**config.mk**
```make
export PLATFORM = sky130hd
export DESIGN_NAME = ctxt_char_collector
export DESIGN_NICKNAME = d
export VERILOG_FILES = /design/src/rtl/caesar_pkg.sv /design/src/rtl/sync_fifo.sv /design/src/rtl/ctxt_char_collector.sv
export SDC_FILE = /design/constraint.sdc
export NUM_CORES = 1
export LEC_CHECK = 0
export CAP_MARGIN = 20
export CORE_MARGIN = 5
export CORE_UTILIZATION = 60
export DETAILED_ROUTE_END_ITERATION = 10
export GPL_TIMING_DRIVEN = 0
export HOLD_SLACK_MARGIN = 0.08
export PLACE_DENSITY = 0.79
export SYNTH_ARGS = -nofsm -noshare
export SYNTH_HDL_FRONTEND = slang
export SYNTH_SLANG_ARGS = --single-unit
```
**constraint.sdc**
```tcl
create_clock -name clk -period 3.3 [get_ports clk]
set_clock_uncertainty 0.05 [all_clocks]
set_input_delay 0.66 -clock clk [delete_from_list [all_inputs] [get_ports clk]]
set_output_delay 0.66 -clock clk [all_outputs]
set_load 0.1 [all_outputs]
```
**src/rtl/caesar_pkg.sv**
```systemverilog
// rtl/caesar_pkg.sv - shared character constants and collector state encoding
package caesar_pkg;

    typedef logic [7:0] char_t;

    localparam char_t CHAR_NUL  = 8'h00;
    localparam char_t CHAR_UC_A = 8'h41;
    localparam char_t CHAR_UC_Z = 8'h5A;
    localparam char_t CHAR_LC_A = 8'h61;
    localparam char_t CHAR_LC_Z = 8'h7A;

    typedef enum logic [1:0] {
        IDLE    = 2'd0,
        COLLECT = 2'd1,
        TERM    = 2'd2
    } coll_state_t;

endpackage

```
**src/rtl/sync_fifo.sv**
```systemverilog
// rtl/sync_fifo.sv - single-clock FIFO with occupancy count, registered head, no bypass
module sync_fifo #(
    parameter int DEPTH = 16,
    parameter int WIDTH = 8
) (
    input  logic                     clk,
    input  logic                     rst_n,
    input  logic                     push,
    input  logic [WIDTH-1:0]         push_data,
    input  logic                     pop,
    output logic [WIDTH-1:0]         head_data,
    output logic [$clog2(DEPTH):0]   count,
    output logic                     full,
    output logic                     empty
);
    localparam int AW = $clog2(DEPTH);
    localparam logic [AW:0] FULL_CNT = (AW+1)'(DEPTH);

    logic [WIDTH-1:0] mem [DEPTH];
    logic [AW-1:0]    wr_ptr;
    logic [AW-1:0]    rd_ptr;
    logic [AW:0]      count_q;
    logic             pop_ok;
    logic             push_ok;

    assign empty     = (count_q == '0);
    assign full      = (count_q == FULL_CNT);
    assign count     = count_q;
    assign head_data = mem[rd_ptr];

    // A pop on an empty FIFO is ignored; a push into a full FIFO only lands if a pop frees a slot.
    assign pop_ok  = pop && !empty;
    assign push_ok = push && (!full || pop_ok);

    always_ff @(posedge clk or negedge rst_n) begin
        if (!rst_n) begin
            wr_ptr  <= '0;
            rd_ptr  <= '0;
            count_q <= '0;
            for (int i = 0; i < DEPTH; i++) begin
                mem[i] <= '0;
            end
        end else begin
            if (push_ok) begin
                mem[wr_ptr] <= push_data;
                wr_ptr      <= wr_ptr + 1'b1;
            end
            if (pop_ok) begin
                rd_ptr <= rd_ptr + 1'b1;
            end
            case ({push_ok, pop_ok})
                2'b10:   count_q <= count_q + 1'b1;
                2'b01:   count_q <= count_q - 1'b1;
                default: count_q <= count_q;
            endcase
        end
    end

endmodule

```
**src/rtl/ctxt_char_collector.sv**
```systemverilog
// rtl/ctxt_char_collector.sv - frames cipher output into terminated messages; CTXT_COLLECTOR_DROP_CNT_EN adds drop_count
module ctxt_char_collector
    import caesar_pkg::*;
#(
    parameter int    DEPTH     = 16,
    parameter int    ERR_CNT_W = 8,
    parameter char_t TERM_CHAR = CHAR_NUL
) (
    input  logic                     clk,
    input  logic                     rst_n,
    input  logic                     msg_start,
    input  logic                     msg_end,
    input  logic                     ptxt_valid_q,
    input  logic                     ctx_ready,
    input  logic [7:0]               ctxt_char,
    input  logic                     err_invalid_key_shift_num,
    input  logic                     err_invalid_ptxt_char,
    output logic                     out_valid,
    output logic [7:0]               out_char,
    input  logic                     out_ready,
    output logic [$clog2(DEPTH):0]   fifo_count,
    output logic                     overflow,
    output logic [ERR_CNT_W-1:0]     err_count,
`ifdef CTXT_COLLECTOR_DROP_CNT_EN
    output logic [ERR_CNT_W-1:0]     drop_count,
`endif
    output logic                     busy,
    output logic                     msg_done
);
    localparam logic [1:0] ST_IDLE    = IDLE;
    localparam logic [1:0] ST_COLLECT = COLLECT;
    localparam logic [1:0] ST_TERM    = TERM;

    logic [1:0] state;
    logic       push_req;
    char_t      push_data;
    logic       pop;
    logic       fifo_full;
    logic       fifo_empty;
    logic       room;
    logic       drop;
    logic       err_evt;
    logic       clr;
    logic       unused_err_flags;

    // The cipher error flags also toggle during idle gaps, so only the valid/ready mismatch is counted.
    assign unused_err_flags = err_invalid_key_shift_num | err_invalid_ptxt_char;

    assign out_valid = !fifo_empty;
    assign pop       = out_valid && out_ready;
    assign room      = !fifo_full || pop;
    assign busy      = (state != ST_IDLE);
    assign msg_done  = (state == ST_TERM) && room;
    assign drop      = (state == ST_COLLECT) && ctx_ready && !room;
    assign err_evt   = (state == ST_COLLECT) && ptxt_valid_q && !ctx_ready;
    assign clr       = msg_start && (state != ST_TERM);

    always_comb begin
        push_req  = 1'b0;
        push_data = ctxt_char;
        case (state)
            ST_COLLECT: push_req = ctx_ready;
            ST_TERM: begin
                push_req  = 1'b1;
                push_data = TERM_CHAR;
            end
            default: push_req = 1'b0;
        endcase
    end

    sync_fifo #(
        .DEPTH (DEPTH),
        .WIDTH (8)
    ) u_fifo (
        .clk       (clk),
        .rst_n     (rst_n),
        .push      (push_req),
        .push_data (push_data),
        .pop       (pop),
        .head_data (out_char),
        .count     (fifo_count),
        .full      (fifo_full),
        .empty     (fifo_empty)
    );

    always_ff @(posedge clk or negedge rst_n) begin
        if (!rst_n) begin
            state <= ST_IDLE;
        end else begin
            case (state)
                ST_IDLE:    if (msg_start) state <= ST_COLLECT;
                ST_COLLECT: if (msg_end)   state <= ST_TERM;
                ST_TERM:    if (room)      state <= ST_IDLE;
                default:    state <= ST_IDLE;
            endcase
        end
    end

    always_ff @(posedge clk or negedge rst_n) begin
        if (!rst_n) begin
            err_count <= '0;
        end else if (clr) begin
            err_count <= '0;
        end else if (err_evt && (err_count != '1)) begin
            err_count <= err_count + 1'b1;
        end
    end

`ifdef CTXT_COLLECTOR_DROP_CNT_EN
    always_ff @(posedge clk or negedge rst_n) begin
        if (!rst_n) begin
            drop_count <= '0;
        end else if (clr) begin
            drop_count <= '0;
        end else if (drop && (drop_count != '1)) begin
            drop_count <= drop_count + 1'b1;
        end
    end

    assign overflow = (drop_count != '0);
`else
    logic overflow_q;

    always_ff @(posedge clk or negedge rst_n) begin
        if (!rst_n) begin
            overflow_q <= 1'b0;
        end else if (clr) begin
            overflow_q <= 1'b0;
        end else if (drop) begin
            overflow_q <= 1'b1;
        end
    end

    assign overflow = overflow_q;
`endif

endmodule

```
# Yosys cells after proc, flatten, opt, wreduce, memory -nomap -nowiden

Index checks and enable logic that the tools add are counted.

Register bits: 152
Input bits: 17
Output and inout port bits: 25
Logic and storage cells: 83

$add $sub $neg: 5
$lt $le $gt $ge: 3
Equal/unequal tests: 10
Muxes and demuxes: 17
Bitwise operators: 2
Reduce and logical (&&, ||, !) cells: 24

Operators with widths:

| kind                                                                          | count |
|---|---|
| 128-bit bitwise mux                                                           | 1 |
| 8-bit two-way mux                                                             | 6 |
| 8-bit binary-select mux with 4-bit select                                     | 1 |
| 8-bit demux with 4-bit select                                                 | 1 |
| 1-bit logical AND                                                             | 11 |
| 5-bit >= comparator (second input constant)                                   | 2 |
| 4-bit inverter with 5-bit output                                              | 2 |
| 5-bit case mux with 2 select lines                                            | 1 |
| 4-bit by 1-bit adder with 4-bit output (second input constant)                | 2 |
| 8-bit by 1-bit adder with 8-bit output (second input constant)                | 1 |
| 2-bit inequality test (second input constant)                                 | 4 |
| 8-bit inequality test (second input constant)                                 | 1 |
| 2-bit nonzero test                                                            | 4 |
| 2-bit two-way mux                                                             | 3 |
| 2-bit case mux with 3 select lines                                            | 1 |
| 5-bit by 1-bit adder with 5-bit output (second input constant)                | 1 |
| 5-bit equality test (second input constant)                                   | 1 |
| 5-bit zero test                                                               | 1 |
| 5-bit by 1-bit less-than comparator with 1-bit output (second input constant) | 1 |
| 5-bit by 1-bit subtractor with 5-bit output (second input constant)           | 1 |
| 2-bit by 1-bit equality test with 1-bit output (second input constant)        | 2 |
| 2-bit equality test (second input constant)                                   | 2 |
| 1-bit zero test                                                               | 4 |
| 3-bit AND reduction                                                           | 1 |
| 4 further kinds                                                               | 6 |

# Depth between registers and ports, before layout

Gate-level depths: netlist (run 1).

Depth in word-level cells: 8
Mapped depth: 14
Depth with buffers taken out: 12

# Hierarchy

A second synthesis (run 1) with hierarchy kept.

Cells, all modules: 520
Area, all modules: 7,516.0 um2

By module, submodules not included:

| module              | times used | cells each | area each (um2) | seq. area each (um2) |
|---|---|---|---|---|
| sync_fifo           | 1          | 441        | 6,771.5         | 3,528.4 |
| ctxt_char_collector | 1          | 79         | 744.5           | 275.3 |

# Worst setup path after synthesis (run 1)

OpenSTA, ideal clock, no wires.

Path type: reg2out
From: reg u_fifo.count_q[2] (netlist: u_fifo.count[2])
To: out msg_done
Arrival: 2.842 ns
Data required time: 2.590 ns
Path slack: -0.252 ns
Cell stages (with the launch flop): 5
Buffers on the path: 1
Cell sequence: dfrtp_1 > buf_4 > nor4_4 > and3_1 > nor2b_1

Word-level cells in the longest chain between the ends: 5
Elaborated cells on any way between the ends: 7
Classes of those cells: eq/ne (1); reduce/logical (6)

RTL lines:

| item                   | line                      | source |
|---|---|---|
| from (decl)            | sync_fifo.sv:22           | `logic [AW:0] count_q;` |
| from (signal assigned) | sync_fifo.sv:52           | `2'b10: count_q <= count_q + 1'b1;` |
| from (signal assigned) | sync_fifo.sv:53           | `2'b01: count_q <= count_q - 1'b1;` |
| from (signal assigned) | sync_fifo.sv:54           | `default: count_q <= count_q;` |
| 5-bit zero test        | sync_fifo.sv:26           | `assign empty = (count_q == '0);` |
| 1-bit zero test        | ctxt_char_collector.sv:49 | `assign out_valid = !fifo_empty;` |
| 1-bit logical AND      | ctxt_char_collector.sv:50 | `assign pop = out_valid && out_ready;` |
| 1-bit logical OR (*)   | ctxt_char_collector.sv:51 | `assign room = !fifo_full \|\| pop;` |
| 1-bit logical AND (*)  | ctxt_char_collector.sv:53 | `assign msg_done = (state == ST_TERM) && room;` |
| to (decl)              | ctxt_char_collector.sv:28 | `output logic msg_done` |

Mark *: on every way between the ends. The rest lies on a longest branch, timed or not.

# Final worst setup path (run 1)

From: reg u_fifo.rd_ptr[0]
To: out out_char[7]

Word-level cells in the longest chain between the ends: 4

RTL lines:

| item                                                   | line                      | source |
|---|---|---|
| from (decl)                                            | sync_fifo.sv:21           | `logic [AW-1:0] rd_ptr;` |
| from (signal assigned)                                 | sync_fifo.sv:49           | `rd_ptr <= rd_ptr + 1'b1;` |
| 4-bit inverter with 5-bit output (not written as such) | sync_fifo.sv:29           | `assign head_data = mem[rd_ptr];` |
| 8-bit binary-select mux with 4-bit select              | sync_fifo.sv:29           |  |
| 8-bit two-way mux (not written as such) (2 in series)  | sync_fifo.sv:29           |  |
| to (decl)                                              | ctxt_char_collector.sv:19 | `output logic [7:0] out_char,` |

Every way passes these cells. The select of a mux whose other input is x is not followed.

==> key figures, run 1 <==
Status
  – Status: finished clean

Logic synthesis
  – Syn_area_per_cell: 15.0 um^2
  – Yosys warning count: 0
  – Cell area after synthesis: 0.00773 mm^2
  – Asr flop ratio synth: 1.00
  – Ys flop type: dfrtp_1
  – Number of synthesized flops with an enable pin: 0
  – Mapped Cells: 516
  – Count of state elements after synthesis: 152
  – Mapped Nets: 548
  – Seq/Total Area, Yosys: 0.492
  – Synth unique cells: 44

Clocking
  – Clk buf depth: 2
  – TritonCTS clock tree: done
  – Clock Pin Slew Worst Setup and Hold Paths: 0.06 ns
  – Clk root buf: clkbuf_16
  – Clock Latency Late Sink: 0.42 ns
  – Cts bufs inserted: 17
  – H-tree lvl count: 4
  – Sinks on Clock Net: 152
  – Post-CTS setup buffer count: 0

Route
  – Routed WL: 16.3 mm
  – Routed wire length on met2: 8.07 mm
  – First-pass DRT Iterations: 5
  – Routed Antenna Nets: 0
  – WL per Instance: 21.4 um
  – Initial DRC count: 374
  – WL met1: 7.36 mm
  – Top layer in use: met4
  – DRC: 0
  – DR vias: 4512
  – DR vias/cell: 5.94
  – Routed wl met3: 510 um

STA
  – Final setup viols: 0
  – Max Fclk: 0.310 GHz
  – Slew @ Worst Pin: 0.983 ns
  – Final Critical Period: 3.23 ns
  – Final hold vios: 0
  – RSZ-0062 raised after global routing: no
  – Final Cycle Share: 0.978
  – Slew headroom: 0.343
  – Pins over their slew limit: 0

Placement
  – Placement Cell Area: 0.00837 mm^2
  – GP Congestion: 0.834
  – Post-DP HPWL: 10.9 mm
  – Port Buffers: 39

Setup path
  – WS Path Type: flip-flop to primary output
  – Critical Path Source Type: flip-flop
  – Reg2reg end: u_fifo.count[4]
  – RR Startpoint: state[1]
  – R2R setup slack: 0.22 ns
  – Worst Path Required: 2.59 ns
  – Critical path peak fanout: 10
  – CP arrival: 2.52 ns
  – Crit end category: primary output
  – Reg2reg path depth: 13

Power and ir drop
  – Peak supply drop: 0.579 mV
  – Power Dens Cells: 1010 mW/mm^2
  – Leakage: 4.14 nW

Global routing
  – Antenna violations before repair: 0
  – Total GRT Usage: 0.233
  – Number of global-route vias before repair: 4789
  – GR Overflow Total: 0
  – Largest net degree at the start of global routing: 89
  – First-pass GRT wire length: 26.3 mm

Floorplan
  – Ports: 42
  – Die area: 0.0153 mm^2
  – Initial core utilization: 0.613
  – Die Y: 124 um
  – Core Area: 0.0126 mm^2
  – Core Rows: 41
  – Die X: 124 um

Layout
  – Layout cell share with drive strength beyond 1: 0.417
  – Final net count: 606
  – Finished Core Util: 0.713
  – Finished Cell Area: 0.00899 mm^2
  – Filler Cells Inserted: 821
  – Ant diodes: 0
  – Layout area overhead: 16.3%

Min path
  – HP Class: primary input to asynchronous set/reset pin

Run
  – Maxcap violations: 0
-- flip-flops by register name, indices dropped and copies added (netlist names) --
| signal | count |
|---|---|
| u_fifo.count | 5 |
| u_fifo.wr_ptr | 4 |
| state | 2 |
| err_count | 8 |
| u_fifo.rd_ptr | 4 |
| u_fifo.mem | 128 |
| overflow | 1 |
-- final cells by class --
cell class / instances / area (um^2) / area share
buffer: 36 / 268 / 0.0298
clock inverter: 9 / 138 / 0.0153
inverter: 12 / 45.0 / 0.00501
clock buffer: 23 / 488 / 0.0543
sequential: 152 / 3800 / 0.423
multi-input combinational: 315 / 3650 / 0.406
tap: 172 / 215 / 0.0239
timing repair buffer: 40 / 388 / 0.0431
-- cells by family (layout without fill, tap and decap cells) --
group / count (synthesis) / count (layout) / share of synthesized area
AOI/OAI and AO/OA: 40 / 40 / 0.0358
and+or+nand+nor: 79 / 79 / 0.0704
adders and majority gates: 15 / 15 / 0.0243
DFF: 152 / 152 / 0.492
xor gates and xnor gates: 15 / 15 / 0.0170
buffers and inverters: 49 / 120 / 0.0375
muxes: 166 / 166 / 0.323
-- placed cells by master (no fill, tap or decap), types with 5 or more instances in the layout --
cell type        instances
inv_1                   12
dfrtp_1                152
buf_4                    5
mux4_2                  32
o21ai_0                  6
xnor2_1                 10
and3_4                   9
clkbuf_1                13
xor2_1                   5
and3_1                   6
clkbuf_16               17
a21oi_1                  8
nand2_1                 15
nor2b_1                 13
nor2_1                  10
ha_1                    14
buf_2                    8
a22oi_1                 15
clkdlybuf4s50_1         29
mux2_4                  72
mux2_2                  59
buf_6                   14
-- critical path: stages (launching register included) --
cell      delay [ns]
dfrtp_1         0.35
clkbuf_4        0.23
buf_6           0.23
mux4_2          0.54
a22oi_1         0.28
nand2_1         0.14
buf_2           0.31
-- cells in the mapped netlist (2+ instances only) --
cell type	instances	area [um^2]
xor2_1	5	43.8
nand3_1	4	20.0
dfrtp_1	152	3800
nand2b_1	2	12.5
and2_1	2	12.5
and3b_1	2	17.5
buf_2	7	35.0
buf_1	2	7.51
and3_1	6	37.5
nor2_1	10	37.5
or3_1	2	12.5
xnor2_1	10	87.6
and3_4	9	101
nand4_1	3	18.8
mux2_2	59	664
o211ai_1	2	15.0
nor2b_1	14	87.6
ha_1	15	188
mux2_4	72	1080
mux4_2	32	721
o21ai_0	6	30.0
a31oi_1	2	12.5
a21oi_1	8	40.0
clkbuf_1	15	56.3
nor3b_1	2	15.0
buf_6	11	124
a22oi_1	16	120
nand2_1	15	56.3
mux2i_1	2	20.0
inv_1	12	45.0
nand3_4	4	70.1
-- power breakdown --
part | leakage [nW] | internal [mW] | switching [mW] | total (mW)
Clock | 0.304 | 1.28 | 0.760 | 2.03
Combinational | 1.81 | 1.73 | 2.37 | 4.10
Sequential | 2.02 | 2.53 | 0.420 | 2.95
Total | 4.14 | 5.53 | 3.55 | 9.08
-- metrics by stage --
stage / instances / setup TNS, ns / setup slack (ns) / power, mW / hold WS (ns)
2_1_floorplan: 516 / 0 / 0.0348 / 6.09 / 0.314
5_1_grt: 759 / 0 / 0.00273 / 9.52 / 0.313
6_report: 759 / 0 / 0.0720 / 9.08 / 0.236
3_5_place_dp: 728 / -5.06 / -0.650 / 7.07 / 0.433
3_3_place_gp: 727 / -640.67 / -4.20 / 6.90 / 0.421
4_1_cts: 759 / 0 / 0.00736 / 9.09 / 0.282
-- worst max path at each step --
stage	start	to	cells after the start
after floorplan	u_fifo.count[2]	u_fifo.count[2]	13
after global placement	rst_n	u_fifo.mem[74]	1
after detailed placement	u_fifo.rd_ptr[1]	out_char[6]	6
after CTS	u_fifo.rd_ptr[0]	out_char[7]	6
after global routing	u_fifo.rd_ptr[0]	out_char[7]	6
final	u_fifo.rd_ptr[0]	out_char[7]	6
-- per-layer routing --
metal / vias up / GRT usage
met5: - / 0
met4: 0 / 0.0837
met3: 29 / 0.0471
met2: 90 / 0.372
met1: 2385 / 0.320
li1: 2008 / -
-- what timing repair did --
action / CTS / global route
resized for setup: 54 / 7
setup endpoints to repair: 9 / 8
endpoints found under the hold margin: 0 / 0
pin swaps: 0 / 1
hold buffers: 0 / 0
cloned: 0 / 0
(Power assumes the default switching activity.)
==> inputs of run 2 (changes only) <==
Settings changed: SLEW_MARGIN from default to 10.
==> key figures, run 2 (same netlist as run 1, synthesis figures left out) <==
Status
  – Status: finished clean

Global routing
  – Total GRT Usage: 0.235
  – Largest net degree at the start of global routing: 121
  – GR Overflow Total: 0
  – Antenna violations before repair: 0
  – Number of global-route vias before repair: 4864
  – First-pass GRT wire length: 26.6 mm

Placement
  – Place WS: -0.659 ns
  – Placed Cells: 728
  – GP Congestion: 0.834
  – Port Buffers: 39
  – Post-DP HPWL: 10.9 mm

Route
  – DR vias: 4490
  – Routed Antenna Nets: 0
  – First-pass DRT Iterations: 5
  – WL per Instance: 21.5 um
  – Initial DRC count: 261
  – DRC: 0
  – Routed WL: 16.3 mm
  – DR vias/cell: 5.92

Min path
  – HP Class: flip-flop to flip-flop
  – Worst min-delay path endpoint: u_fifo.mem[102]
  – Hold path startpoint: u_fifo.mem[102]
  – Hold depth: 1

Floorplan
  – Die X: 124 um
  – Die Y: 124 um
  – Core Area: 0.0126 mm^2
  – Core Rows: 41
  – Initial core utilization: 0.613
  – Ports: 42
  – Die area: 0.0153 mm^2

STA
  – Slew @ Worst Pin: 0.980 ns
  – RSZ-0062 raised after global routing: no
  – Final setup viols: 0
  – Post-route setup TNS: 0 ns
  – Final setup margin: 0.0721 ns
  – Slew headroom: 0.344
  – Final hold vios: 0
  – Pins over their slew limit: 0
  – Final Cycle Share: 0.978
  – Hold_ws: 0.440 ns
  – Max Fclk: 0.310 GHz
  – Final Critical Period: 3.23 ns

Setup path
  – Reg2reg end: u_fifo.count[4]
  – WS Path Type: flip-flop to primary output
  – CP arrival: 2.52 ns
  – Critical Path Source Type: flip-flop
  – Worst Path Required: 2.59 ns
  – RR Startpoint: state[1]
  – Crit end category: primary output
  – Reg2reg path depth: 13
  – Critical path peak fanout: 10
  – R2R setup slack: 0.26 ns

Layout
  – Filler Cells Inserted: 853
  – Layout area overhead: 15.7%
  – Most frequent cells in the layout: 152 x dfrtp_1, 72 x mux2_4, 59 x mux2_2
  – Final Non-Filler Cells: 758
  – Layout cell share with drive strength beyond 1: 0.416
  – Top reg by flops: u_fifo.mem
  – Commonest non-fill, non-tap cell in the layout: dfrtp_1
  – Final net count: 607
  – Max reg flops: 128
  – Ant diodes: 0

Clocking
  – TritonCTS clock tree: done
  – Clock Pin Slew Worst Setup and Hold Paths: 0.06 ns
  – Cts bufs inserted: 17
  – Clk root buf: clkbuf_16
  – H-tree lvl count: 4
  – Clk buf depth: 2
  – Clock Latency Late Sink: 0.42 ns
  – Sinks on Clock Net: 152

Power and ir drop
  – Peak supply drop: 0.574 mV
  – Switching Power: 3.53 mW
  – Internal power: 5.38 mW
  – Power Dens Cells: 996 mW/mm^2
  – Sequential share of power: 0.332
  – Clock power frac: 0.209
  – Leakage: 4.12 nW
  – Logic gate share of total power: 0.459
  – Switching Fraction: 0.396
  – Power Total: 8.91 mW

Run
  – Maxcap violations: 0
[run 2: layout make-up]
| type | instances | area (um^2) | share of cell area |
|---|---|---|---|
| Timing Repair Buffer | 41 | 402 | 0.0449 |
| Sequential cell | 152 | 3800 | 0.425 |
| Clock buffer | 23 | 498 | 0.0557 |
| Buffer | 36 | 267 | 0.0298 |
| Inverter | 12 | 45.0 | 0.00503 |
| Clock inverter | 7 | 68.8 | 0.00769 |
| Multi-Input combinational cell | 315 | 3650 | 0.408 |
| Tap cell | 172 | 215 | 0.0241 |
[run 2: worst max-delay path by stage]
stage	from	end	slack, ns	depth (start not counted)
after global placement	rst_n	u_fifo.mem[74]	-4.20	1
after global routing	u_fifo.rd_ptr[0]	out_char[0]	0.01	6
after floorplan	u_fifo.count[2]	u_fifo.count[2]	0.03	13
after detailed placement	u_fifo.rd_ptr[1]	out_char[6]	-0.66	6
after CTS	u_fifo.rd_ptr[0]	out_char[5]	-0.04	6
final	u_fifo.rd_ptr[0]	out_char[6]	0.07	6
[run 2: power groups by stage]
| stage | sequential, mW | clock, mW | combinational, mW |
|---|---|---|---|
| 3_5_place_dp | 2.95 | 0 | 4.13 |
| 2_1_floorplan | 3.08 | 0 | 3.01 |
| 5_1_grt | 3.04 | 1.97 | 4.34 |
| 4_1_cts | 2.95 | 1.89 | 4.08 |
| 6_report | 2.96 | 1.86 | 4.09 |
| 3_3_place_gp | 2.89 | 0 | 4.01 |
[run 2: layer usage]
metal | global-route usage | up-vias | wire (um)
met5 | 0 | - | 0
li1 | - | 1997 | -
met3 | 0.0439 | 21 | 535
met1 | 0.324 | 2393 | 7420
met4 | 0.0713 | 0 | 252
met2 | 0.381 | 79 | 8070
[run 2: stage by stage]
stage / instance area, um^2 / util
2_1_floorplan: 7730 / -
3_3_place_gp: 8340 / 0.661
3_5_place_dp: 8370 / 0.663
4_1_cts: 8930 / 0.707
5_1_grt: 8950 / 0.709
6_report: 8950 / 0.709
[run 2: worst max-delay path, cell delays in order (launching register included)]
cell and delay [ns]:
dfrtp_1 0.36, clkbuf_4 0.25, buf_6 0.23, mux4_2 0.54, a22oi_1 0.33, nand2_1 0.13, buf_4 0.26
[run 2: what timing repair did]
action	in CTS	in global routing
hold endpoints to repair	32	0
gates resized for setup	52	9
endpoints found under the setup margin	9	7
setup buffers	0	0
hold buffers	1	0
